`src/rtl/nco_pkg.sv`:
```
// Shared NCO definitions: default tuning-word and dwell widths, plus the
// sweep controller state encoding.
package nco_pkg;

  // Default widths reused by NCO and sweep controller instantiations.
  localparam int unsigned NCO_ACC_SIZE   = 16;
  localparam int unsigned NCO_DWELL_SIZE = 16;

  typedef enum logic [1:0] {
    SWEEP_IDLE = 2'd0,
    SWEEP_RUN  = 2'd1,
    SWEEP_DONE = 2'd2
  } sweep_state_t;

endpackage

```
`src/rtl/nco_dwell_timer.sv`:
```
// Dwell timer for the sweep controller: a load/decrement down-counter with a
// registered expired flag that is high while the count is zero.
//
// Ports:
//   clock      - sole clock
//   reset      - asynchronous active-high reset (count cleared, expired set)
//   load       - load load_value (priority over enable)
//   enable     - decrement while the count is non-zero
//   load_value - value loaded on load
//   expired    - registered, high when the count is zero
module nco_dwell_timer
  import nco_pkg::*;
#(
  parameter int unsigned DWELL_SIZE = NCO_DWELL_SIZE
) (
  input  logic                  clock,
  input  logic                  reset,
  input  logic                  load,
  input  logic                  enable,
  input  logic [DWELL_SIZE-1:0] load_value,
  output logic                  expired
);

  logic [DWELL_SIZE-1:0] count;

  // expired is tracked alongside count so it never depends on a wide compare
  // of the live counter value in the same cycle it is consumed.
  always_ff @(posedge clock or posedge reset) begin
    if (reset) begin
      count   <= '0;
      expired <= 1'b1;
    end else if (load) begin
      count   <= load_value;
      expired <= (load_value == '0);
    end else if (enable && !expired) begin
      count   <= count - DWELL_SIZE'(1);
      expired <= (count == DWELL_SIZE'(1));
    end
  end

endmodule

```
`src/rtl/nco_sweep_ctrl.sv`:
```
// Frequency-sweep sequencer driving the NCO tuning word. On start it latches
// start/stop/step/dwell, steps the tuning word linearly from start toward stop
// (clamped at stop, never wrapping), holds each word for dwell+1 clocks and
// pulses done for one cycle at the end.
//
// Optional build macro: NCO_SWEEP_LOOP_EN adds input 'loop'; when high at the
// expiry of the stop word, done pulses while the sweep restarts from the
// latched start word instead of finishing.
//
// Ports:
//   clock       - sole clock, rising edge
//   reset       - asynchronous active-high reset
//   start       - sweep request, sampled only in IDLE
//   abort       - terminates a sweep in progress (highest priority)
//   start_word  - first tuning word
//   stop_word   - final tuning word
//   step_word   - increment magnitude
//   dwell       - each word is held dwell+1 cycles
//   tuning_word - registered tuning word to the NCO
//   busy        - registered, high while sweeping
//   done        - registered one-cycle completion pulse
//   loop        - (NCO_SWEEP_LOOP_EN only) repeat sweep at end
module nco_sweep_ctrl
  import nco_pkg::*;
#(
  parameter int unsigned ACC_SIZE   = NCO_ACC_SIZE,
  parameter int unsigned DWELL_SIZE = NCO_DWELL_SIZE
) (
  input  logic                  clock,
  input  logic                  reset,
  input  logic                  start,
  input  logic                  abort,
  input  logic [ACC_SIZE-1:0]   start_word,
  input  logic [ACC_SIZE-1:0]   stop_word,
  input  logic [ACC_SIZE-1:0]   step_word,
  input  logic [DWELL_SIZE-1:0] dwell,
  output logic [ACC_SIZE-1:0]   tuning_word,
  output logic                  busy,
  output logic                  done
`ifdef NCO_SWEEP_LOOP_EN
  ,
  input  logic                  loop
`endif
);

  sweep_state_t          state;

  logic [ACC_SIZE-1:0]   cfg_start;
  logic [ACC_SIZE-1:0]   cfg_stop;
  logic [ACC_SIZE-1:0]   cfg_step;
  logic [DWELL_SIZE-1:0] cfg_dwell;
  logic                  cfg_up;

  logic                  loop_c;
  logic                  at_stop_c;
  logic                  timer_expired;
  logic                  timer_load_c;
  logic                  timer_en_c;
  logic [DWELL_SIZE-1:0] timer_value_c;

  logic [ACC_SIZE:0]     sum_c;
  logic [ACC_SIZE:0]     diff_c;
  logic [ACC_SIZE-1:0]   next_word_c;

`ifdef NCO_SWEEP_LOOP_EN
  assign loop_c = loop;
`else
  assign loop_c = 1'b0;
`endif

  assign at_stop_c = (tuning_word == cfg_stop);

  // Step arithmetic in ACC_SIZE+1 bits: the extra bit catches both overflow
  // past the top of the range and underflow below zero, so the word clamps
  // to stop instead of wrapping.
  assign sum_c  = {1'b0, tuning_word} + {1'b0, cfg_step};
  assign diff_c = {1'b0, tuning_word} - {1'b0, cfg_step};

  // Next word, clamped at stop; a zero step jumps directly to stop.
  always_comb begin
    next_word_c = cfg_stop;
    if (cfg_step != '0) begin
      if (cfg_up) begin
        if (sum_c < {1'b0, cfg_stop}) begin
          next_word_c = sum_c[ACC_SIZE-1:0];
        end
      end else begin
        if (!diff_c[ACC_SIZE] && (diff_c[ACC_SIZE-1:0] > cfg_stop)) begin
          next_word_c = diff_c[ACC_SIZE-1:0];
        end
      end
    end
  end

  // Dwell timer control: load on sweep start and on every word change
  // (including a loop restart), otherwise count down while sweeping.
  always_comb begin
    timer_load_c  = 1'b0;
    timer_en_c    = 1'b0;
    timer_value_c = cfg_dwell;
    case (state)
      SWEEP_IDLE: begin
        if (start && !abort) begin
          timer_load_c  = 1'b1;
          timer_value_c = dwell;
        end
      end
      SWEEP_RUN: begin
        if (!abort) begin
          if (timer_expired) begin
            timer_load_c = !at_stop_c || loop_c;
          end else begin
            timer_en_c = 1'b1;
          end
        end
      end
      default: ;
    endcase
  end

  nco_dwell_timer #(
    .DWELL_SIZE (DWELL_SIZE)
  ) u_dwell_timer (
    .clock      (clock),
    .reset      (reset),
    .load       (timer_load_c),
    .enable     (timer_en_c),
    .load_value (timer_value_c),
    .expired    (timer_expired)
  );

  // Sweep state machine with registered outputs.
  always_ff @(posedge clock or posedge reset) begin
    if (reset) begin
      state       <= SWEEP_IDLE;
      tuning_word <= '0;
      busy        <= 1'b0;
      done        <= 1'b0;
      cfg_start   <= '0;
      cfg_stop    <= '0;
      cfg_step    <= '0;
      cfg_dwell   <= '0;
      cfg_up      <= 1'b0;
    end else begin
      done <= 1'b0;
      case (state)
        SWEEP_IDLE: begin
          if (start && !abort) begin
            cfg_start   <= start_word;
            cfg_stop    <= stop_word;
            cfg_step    <= step_word;
            cfg_dwell   <= dwell;
            cfg_up      <= (stop_word >= start_word);
            tuning_word <= start_word;
            busy        <= 1'b1;
            state       <= SWEEP_RUN;
          end
        end
        SWEEP_RUN: begin
          if (abort) begin
            busy  <= 1'b0;
            state <= SWEEP_IDLE;
          end else if (timer_expired) begin
            if (!at_stop_c) begin
              tuning_word <= next_word_c;
            end else if (loop_c) begin
              // Completion is reported but the sweep restarts immediately.
              tuning_word <= cfg_start;
              done        <= 1'b1;
            end else begin
              busy  <= 1'b0;
              done  <= 1'b1;
              state <= SWEEP_DONE;
            end
          end
        end
        SWEEP_DONE: begin
          state <= SWEEP_IDLE;
        end
        default: begin
          busy  <= 1'b0;
          state <= SWEEP_IDLE;
        end
      endcase
    end
  end

endmodule

```
`config.mk`:
```
export PLATFORM = sky130hd
export DESIGN_NAME = nco_sweep_ctrl
export DESIGN_NICKNAME = d
export VERILOG_FILES = /design/src/rtl/nco_pkg.sv /design/src/rtl/nco_dwell_timer.sv /design/src/rtl/nco_sweep_ctrl.sv
export SDC_FILE = /design/constraint.sdc
export NUM_CORES = 1
export LEC_CHECK = 0
export CELL_PAD_IN_SITES_DETAIL_PLACEMENT = 1
export CELL_PAD_IN_SITES_GLOBAL_PLACEMENT = 1
export CORE_UTILIZATION = 43
export DETAILED_ROUTE_END_ITERATION = 10
export PLACE_DENSITY = 0.87
export SYNTH_ARGS = -nofsm -noshare
export SYNTH_HDL_FRONTEND = slang
export SYNTH_HIERARCHICAL = 1
export SYNTH_SLANG_ARGS = --single-unit
```
`constraint.sdc`:
```
create_clock -name clock -period 5.5 [get_ports clock]
set_input_delay 1.375 -clock clock [delete_from_list [all_inputs] [get_ports clock]]
set_output_delay 1.375 -clock clock [all_outputs]
set_load 0.02 [all_outputs]
```
==> impl_metrics.toml, run 1 <==
[status]
outcome = "finished, final reports clean"

[floorplanning]
dieHeight_um = 131.5
ioPinCount = 86
dieArea_sq_mm = 0.01728
start_util = 0.4472
coreArea_sq_mm = 0.01612
die_w_um = 131.5
rows = 46

[place]
port_buffers = 85
gp_congestion = 0.9622
dpl_worst_slack_ps = 111.9
hpwlAfterDp_um = 18980
numPlacedInstances = 1124
placed_area_sq_mm = 0.008302

[timing]
worst_pin_slew_ps = 1145
finalCriticalPeriod_ps = 5252
max-slew-margin-rel = 0.2347
setup_viol = 0
max_freq_mhz = 190.4
fin_crit_sh = 0.9548
timing.final.ws_setup_ps = 248.3
fin_setup_tns_ps = 0
finClkSkew_ps = 7.484
drv_slew = 0
hold_viol = 0
rsz0062_at_grt = "no"

[detailed_routing]
drcViolationCount = 0
vias_per_cell = 6.018
first_iter_violations = 504
wl_per_cell_um = 21.74
ant_nets = 0
route.vias.total = 6872
drt_pass1_iterations = 7
wl_um = 24830

[synthesis]
yosysSeqAreaShare = 0.2988
synth_nets = 997
yosysUniqueCellTypes = 74
synth_top_area_frac = 0.2951
synth_edf_count = 0
synth_flop_cell = "dfrtp_1"
synthArstFlopShare = 1.000
synthTopCellsByArea = "dfrtp_1 (30%), ha_1 (14%), xnor2_1 (4.6%)"
netlist_area_sq_mm = 0.007207
syn_area_per_cell_sq_um = 8.529
synth-seq-cells = 86
yosys_warnings = 6
netlist_instances = 845
synth_common_cells = "dfrtp_1 (85), ha_1 (82), nand2_1 (78), inv_1 (71)"
synth_area_leader_cell = "dfrtp_1"
synth.most_common_cell = "dfrtp_1"

[power]
powerDensity_mw_per_mm2 = 524.5
cellLeakagePower_nw = 3.740
peakVddDrop_mv = 0.2440

[grt]
grt_pass1_vias = 7210
track_usage = 0.2948
grt_pass1_wl_um = 40110
grt-ovfl-total = 0
antenna_found_initial = 0
grt_max_degree = 40

[cells_and_area]
num_antenna_cells = 0
areaGrowthSynthToFinish_pct = 19.91
finalInstanceArea_sq_mm = 0.008642
nNetsFinal = 1073
drive_gt1_frac = 0.08099
fill_cells = 1935
finalNonFillerCells = 1142

[clock_network]
clk_pin_slew_ps = 70
cts_max_level = 3
clock_latency_ps = 360
cts-buffers-inserted = 9
clock_path_buffers = 2
cts_tree = "built"
clockRootBuffer = "clkbuf_16"
ctsHoldBuffers = 0
cts.sinks = 86

[worst_setup_path]
crit_path_top_delay_cell = "dfrtp_1"
path_max_fanout = 14
reg2reg_depth = 18
max_stage_delay_ps = 430
critPathKind = "flop to flop"
r2r-end = "tuning_word[8]"
reg2reg_setup_slack_ps = 250
crit_arrival_ps = 5500
cp_common_cell = "o21ai_1"
cp-end-kind = "flop"
critPathRequiredTime_ps = 5750
r2r_start = "tuning_word[0]"
cp_cell_sequence = "ha_1, fa_1, nor2b_1, o21ai_1, a211oi_1, nor3_2, o31ai_1, xnor2_1, ha_1, a211o_1, a211oi_1, nand4b_1, o21ai_1, o211ai_1, buf_4, o311ai_0, o21ai_1, a41oi_1"
startpoint_type = "flop"
cpLargestDelayFamily = "compound AO/OA/AOI/OAI gates"
path_buf_inv = 1

[hold_path]
hold_depth = 1
hp-class = "flop to flop"
min_to = "busy"
hold_path.startpoint = "busy"

[flow_run]
max_cap_violations = 0
-- flip-flops by register name (all words and copies together) (netlist names) --
register and count:
u_dwell_timer/count 16, cfg_step 16, cfg_dwell 16, busy 1
cfg_stop 16, done 1, tuning_word 16, state 2
cfg_up 1, u_dwell_timer/expired 1
-- cells in the final DEF, fill, tap and decap left out, drive strengths merged, types with 3 or more instances in the layout --
master          n
nand4          19
a211oi         14
o21ai          81
or3             5
a21o           15
nor4           13
o21bai          6
o22ai           3
xor2           10
clkinv          3
nand3          11
a31oi          11
inv            75
clkbuf         10
buf            20
and3            5
a21oi          66
nor3           28
dfrtp          85
clkdlybuf4s50  85
o41ai           3
mux2i           8
nand2          78
nor2b          13
a221oi          6
or2             4
nor4b           3
nand2b          6
a211o           3
o21a            6
o211ai          8
a41oi           8
nor2           36
mux2           21
ha             82
o31ai           8
xnor2          38
-- worst max path at each step --
stage | depth (start not counted) | slack [ps] | endpoint | start
finish | 18 | 250 | tuning_word[8] | tuning_word[0]
CTS | 18 | 50 | tuning_word[8] | tuning_word[0]
global route | 17 | 50 | tuning_word[5] | tuning_word[2]
floorplan | 17 | 870 | tuning_word[12] | tuning_word[2]
global placement | 18 | 240 | tuning_word[8] | tuning_word[0]
detailed placement | 18 | 110 | tuning_word[8] | tuning_word[0]
-- logic make-up after synthesis --
kind of cell / after synthesis / synth area share
xor+xnor: 48 / 0.05833
compound gates: 255 / 0.2241
fa+ha+maj: 84 / 0.1479
mux: 29 / 0.04392
flops: 86 / 0.2988
buf+inv: 113 / 0.06163
simple gates: 230 / 0.1653
-- report_power, final --
part,switching [mW],internal (mW),leakage [nW]
combinational,1.67,1.17,2.53
sequential,0.215,0.789,1.05
clock,0.307,0.374,0.156
-- layout make-up --
class / count / area (sq um) / share of cell area
clock inverter: 6 / 76.32 / 0.008832
inverter: 73 / 274.0 / 0.03171
clock buffer: 10 / 239.0 / 0.02765
tap: 216 / 270.3 / 0.03127
sequential: 86 / 2153 / 0.2492
timing repair buffer: 105 / 1001 / 0.1158
multi-input combinational: 646 / 4628 / 0.5355
-- what timing repair did --
action,CTS,global route
setup endpoints to repair,0,13
gates resized for setup,0,3
buffers inserted,0,2
hold endpoints to repair,0,0
-- per-layer routing --
metal  share of wire  global-route usage  vias up
li1                -                   -     3191
met3           0.055             0.04745       45
met1            0.47              0.4102     3412
met5               0                   0        -
met2            0.46              0.4691      224
met4           0.021             0.08463        0
-- stage by stage --
step	util	hold slack (ps)	total power, mW
detailed placement	0.5151	481.7	3.712
floorplan	-	472.5	2.865
global route	0.5363	530.6	4.816
finish	0.5363	506.2	4.533
CTS	0.5347	510.4	4.448
global placement	0.5151	478.0	3.638
Power figures use the tool's default switching activity.
==> run 2, diff against run 1 <==
--- a/config.mk
+++ b/config.mk
@@ -5,11 +5,13 @@
 export SDC_FILE = /design/constraint.sdc
 export NUM_CORES = 1
 export LEC_CHECK = 0
+export ABC_AREA = 1
+export ABC_CLOCK_PERIOD_IN_PS = 5500
 export CELL_PAD_IN_SITES_DETAIL_PLACEMENT = 1
 export CELL_PAD_IN_SITES_GLOBAL_PLACEMENT = 1
-export CORE_UTILIZATION = 43
+export CORE_UTILIZATION = 42
 export DETAILED_ROUTE_END_ITERATION = 10
-export PLACE_DENSITY = 0.87
+export PLACE_DENSITY = 0.88
 export SYNTH_ARGS = -nofsm -noshare
 export SYNTH_HDL_FRONTEND = slang
 export SYNTH_HIERARCHICAL = 1
==> impl_metrics.toml, run 2 <==
[status]
outcome = "finished, final reports clean"

[grt]
grt_pass1_wl_um = 44710
antenna_found_initial = 0
grt_pass1_vias = 8710
track_usage = 0.2873
grt_max_degree = 73
grt-ovfl-total = 0

[worst_setup_path]
cp-end-kind = "flop"
reg2reg_setup_slack_ps = 1120
max_stage_delay_ps = 480
r2r_start = "tuning_word[0]"
crit_arrival_ps = 4610
critPathKind = "flop to flop"
startpoint_type = "flop"
r2r-end = "tuning_word[12]"
cp_common_cell = "nand2_1"
crit_path_top_delay_cell = "nand3_2"
critPathRequiredTime_ps = 5740
reg2reg_depth = 26
path_max_fanout = 29

[power]
switching_share = 0.5419
peakVddDrop_mv = 0.2136
powerDensity_mw_per_mm2 = 562.8
p_seq_frac = 0.194
power_frac_clock = 0.133
total_power_mw = 5.292
intPower_mw = 2.424
p_comb_frac = 0.673
cellLeakagePower_nw = 4.819
switching_power_mw = 2.868

[timing]
finClkSkew_ps = 11.83
max-slew-margin-rel = 0.2780
drv_slew = 0
fin_setup_tns_ps = 0
rsz0062_at_grt = "no"
worst_pin_slew_ps = 1080
max_freq_mhz = 228.5
setup_viol = 0
finalCriticalPeriod_ps = 4377
hold_viol = 0
fin_crit_sh = 0.7958

[synthesis]
netlist_area_sq_mm = 0.008100
synth.most_common_cell = "nand2_1"
synth_top_area_frac = 0.2626
yosys_warnings = 6
yosysSeqAreaShare = 0.2658
synth_area_leader_cell = "dfrtp_1"
synthArstFlopShare = 1.000
netlist_instances = 1212
syn_area_per_cell_sq_um = 6.683
synth_common_cells = "nand2_1 (329), inv_1 (173), nor2_1 (105), dfrtp_1 (85), ha_1 (82)"
synth_nets = 1364
synth_edf_count = 0
synth_flop_cell = "dfrtp_1"
synthTopCellsByArea = "dfrtp_1 (26%), nand2_1 (15%), ha_1 (13%)"
synth-seq-cells = 86
yosysUniqueCellTypes = 51

[floorplanning]
ioPinCount = 86
rows = 50
coreArea_sq_mm = 0.01883
die_w_um = 140.9
start_util = 0.4302
dieHeight_um = 140.9
dieArea_sq_mm = 0.01985

[clock_network]
clk_pin_slew_ps = 70
ctsHoldBuffers = 0
cts.sinks = 86
cts_resized = 0
cts_tree = "built"
clock_path_buffers = 2
clockRootBuffer = "clkbuf_16"
postCtsSetupRepairBufs = 0
cts_max_level = 3
clock_latency_ps = 360
cts-buffers-inserted = 9

[detailed_routing]
wl_um = 27300
vias_per_cell = 5.374
ant_nets = 0
route.vias.total = 8260
drt_pass1_iterations = 5
first_iter_violations = 454
drcViolationCount = 0
wl_per_cell_um = 17.76

[cells_and_area]
final_common_cell = "nand2_1"
num_antenna_cells = 0
areaGrowthSynthToFinish_pct = 16.08
drive_gt1_frac = 0.06813
post-route-util = 0.4993
nNetsFinal = 1424
final_cell_mix = "nand2_1 (329), inv_1 (172), nor2_1 (104)"

[hold_path]
min_to = "cfg_dwell[11]"
hold_depth = 2
hp-class = "flop to flop"
hold_path.startpoint = "cfg_dwell[11]"

[place]
hpwlAfterDp_um = 21410
gp_congestion = 0.8892
port_buffers = 85

[flow_run]
max_cap_violations = 0
[run 2: cell types whose count changed after synthesis, sizes merged, moves of 13 or more]
cell    change
nand3      +73
a21o       -13
mux2       -21
nor2       +78
nor2b      -13
inv       +117
a21oi      +21
nand2     +261
nor3       -18
buf        +23
clkbuf     -22
xnor2      -25
[run 2: layer usage]
metal  vias up  part of all wire  GRT usage
met5         -                 0          0
met4         0             0.029     0.1138
met3        41             0.049    0.04008
li1       3980                 -          -
met2       230              0.48     0.4975
met1      4009              0.44     0.3600
[run 2: per-stage QoR]
stage / instance area (sq um) / hold slack (ps) / setup slack, ps / cells
2_1_floorplan: 8100 / 438.1 / 2158 / 1212
6_report: 9403 / 490.7 / 1123 / 1537
5_1_grt: 9403 / 516.7 / 669.8 / 1537
3_5_place_dp: 9082 / 464.5 / 1221 / 1521
3_3_place_gp: 9082 / 456.9 / 1329 / 1521
4_1_cts: 9403 / 493.5 / 1148 / 1537
[run 2: cell type report]
| type | count | area [sq um] |
|---|---|---|
| Timing Repair Buffer | 90 | 888.4 |
| Tap cell | 260 | 325.3 |
| Multi-Input combinational cell | 894 | 4996 |
| Clock buffer | 10 | 229.0 |
| Sequential cell | 86 | 2153 |
| Clock inverter | 6 | 91.34 |
| Inverter | 191 | 719.4 |
| Fill cell | 2502 | 9428 |
[run 2: worst max-delay path by stage]
stage                         startpoint              end  slack, ps  cells after the start
after CTS                 tuning_word[0]  tuning_word[12]       1150                     26
final                     tuning_word[0]  tuning_word[12]       1120                     26
after global routing      tuning_word[0]  tuning_word[12]        670                     26
after global placement    tuning_word[0]  tuning_word[12]       1330                     26
after detailed placement  tuning_word[0]  tuning_word[12]       1220                     26
after floorplan           tuning_word[0]  tuning_word[12]       2160                     27
[run 2: cell families (layout without fill, tap and decap cells)]
group | count (synthesis) | count (layout) | synth area share
xor+xnor | 33 | 33 | 0.03568
buf+inv | 232 | 297 | 0.1183
flops | 86 | 86 | 0.2658
simple gates | 575 | 575 | 0.3026
fa+ha+maj | 84 | 84 | 0.1316
compound gates | 202 | 202 | 0.1460
[run 2: power by group through the flow]
stage | registers [mW] | clock network [mW] | logic (mW)
5_1_grt | 1.05 | 0.732 | 4.00
6_report | 1.03 | 0.704 | 3.56
3_5_place_dp | 1.03 | 0 | 3.49
3_3_place_gp | 1.02 | 0 | 3.33
4_1_cts | 1.02 | 0.712 | 3.54
2_1_floorplan | 0.999 | 0 | 2.59
[run 2: worst max-delay path: cells and delay by family (launching register included)]
kind,cells,cell delay (ps)
AOI/OAI and AO/OA,2,220
DFF,1,470
and+or+nand+nor,17,2330
buffers and inverters,4,320
adders and majority gates,3,910
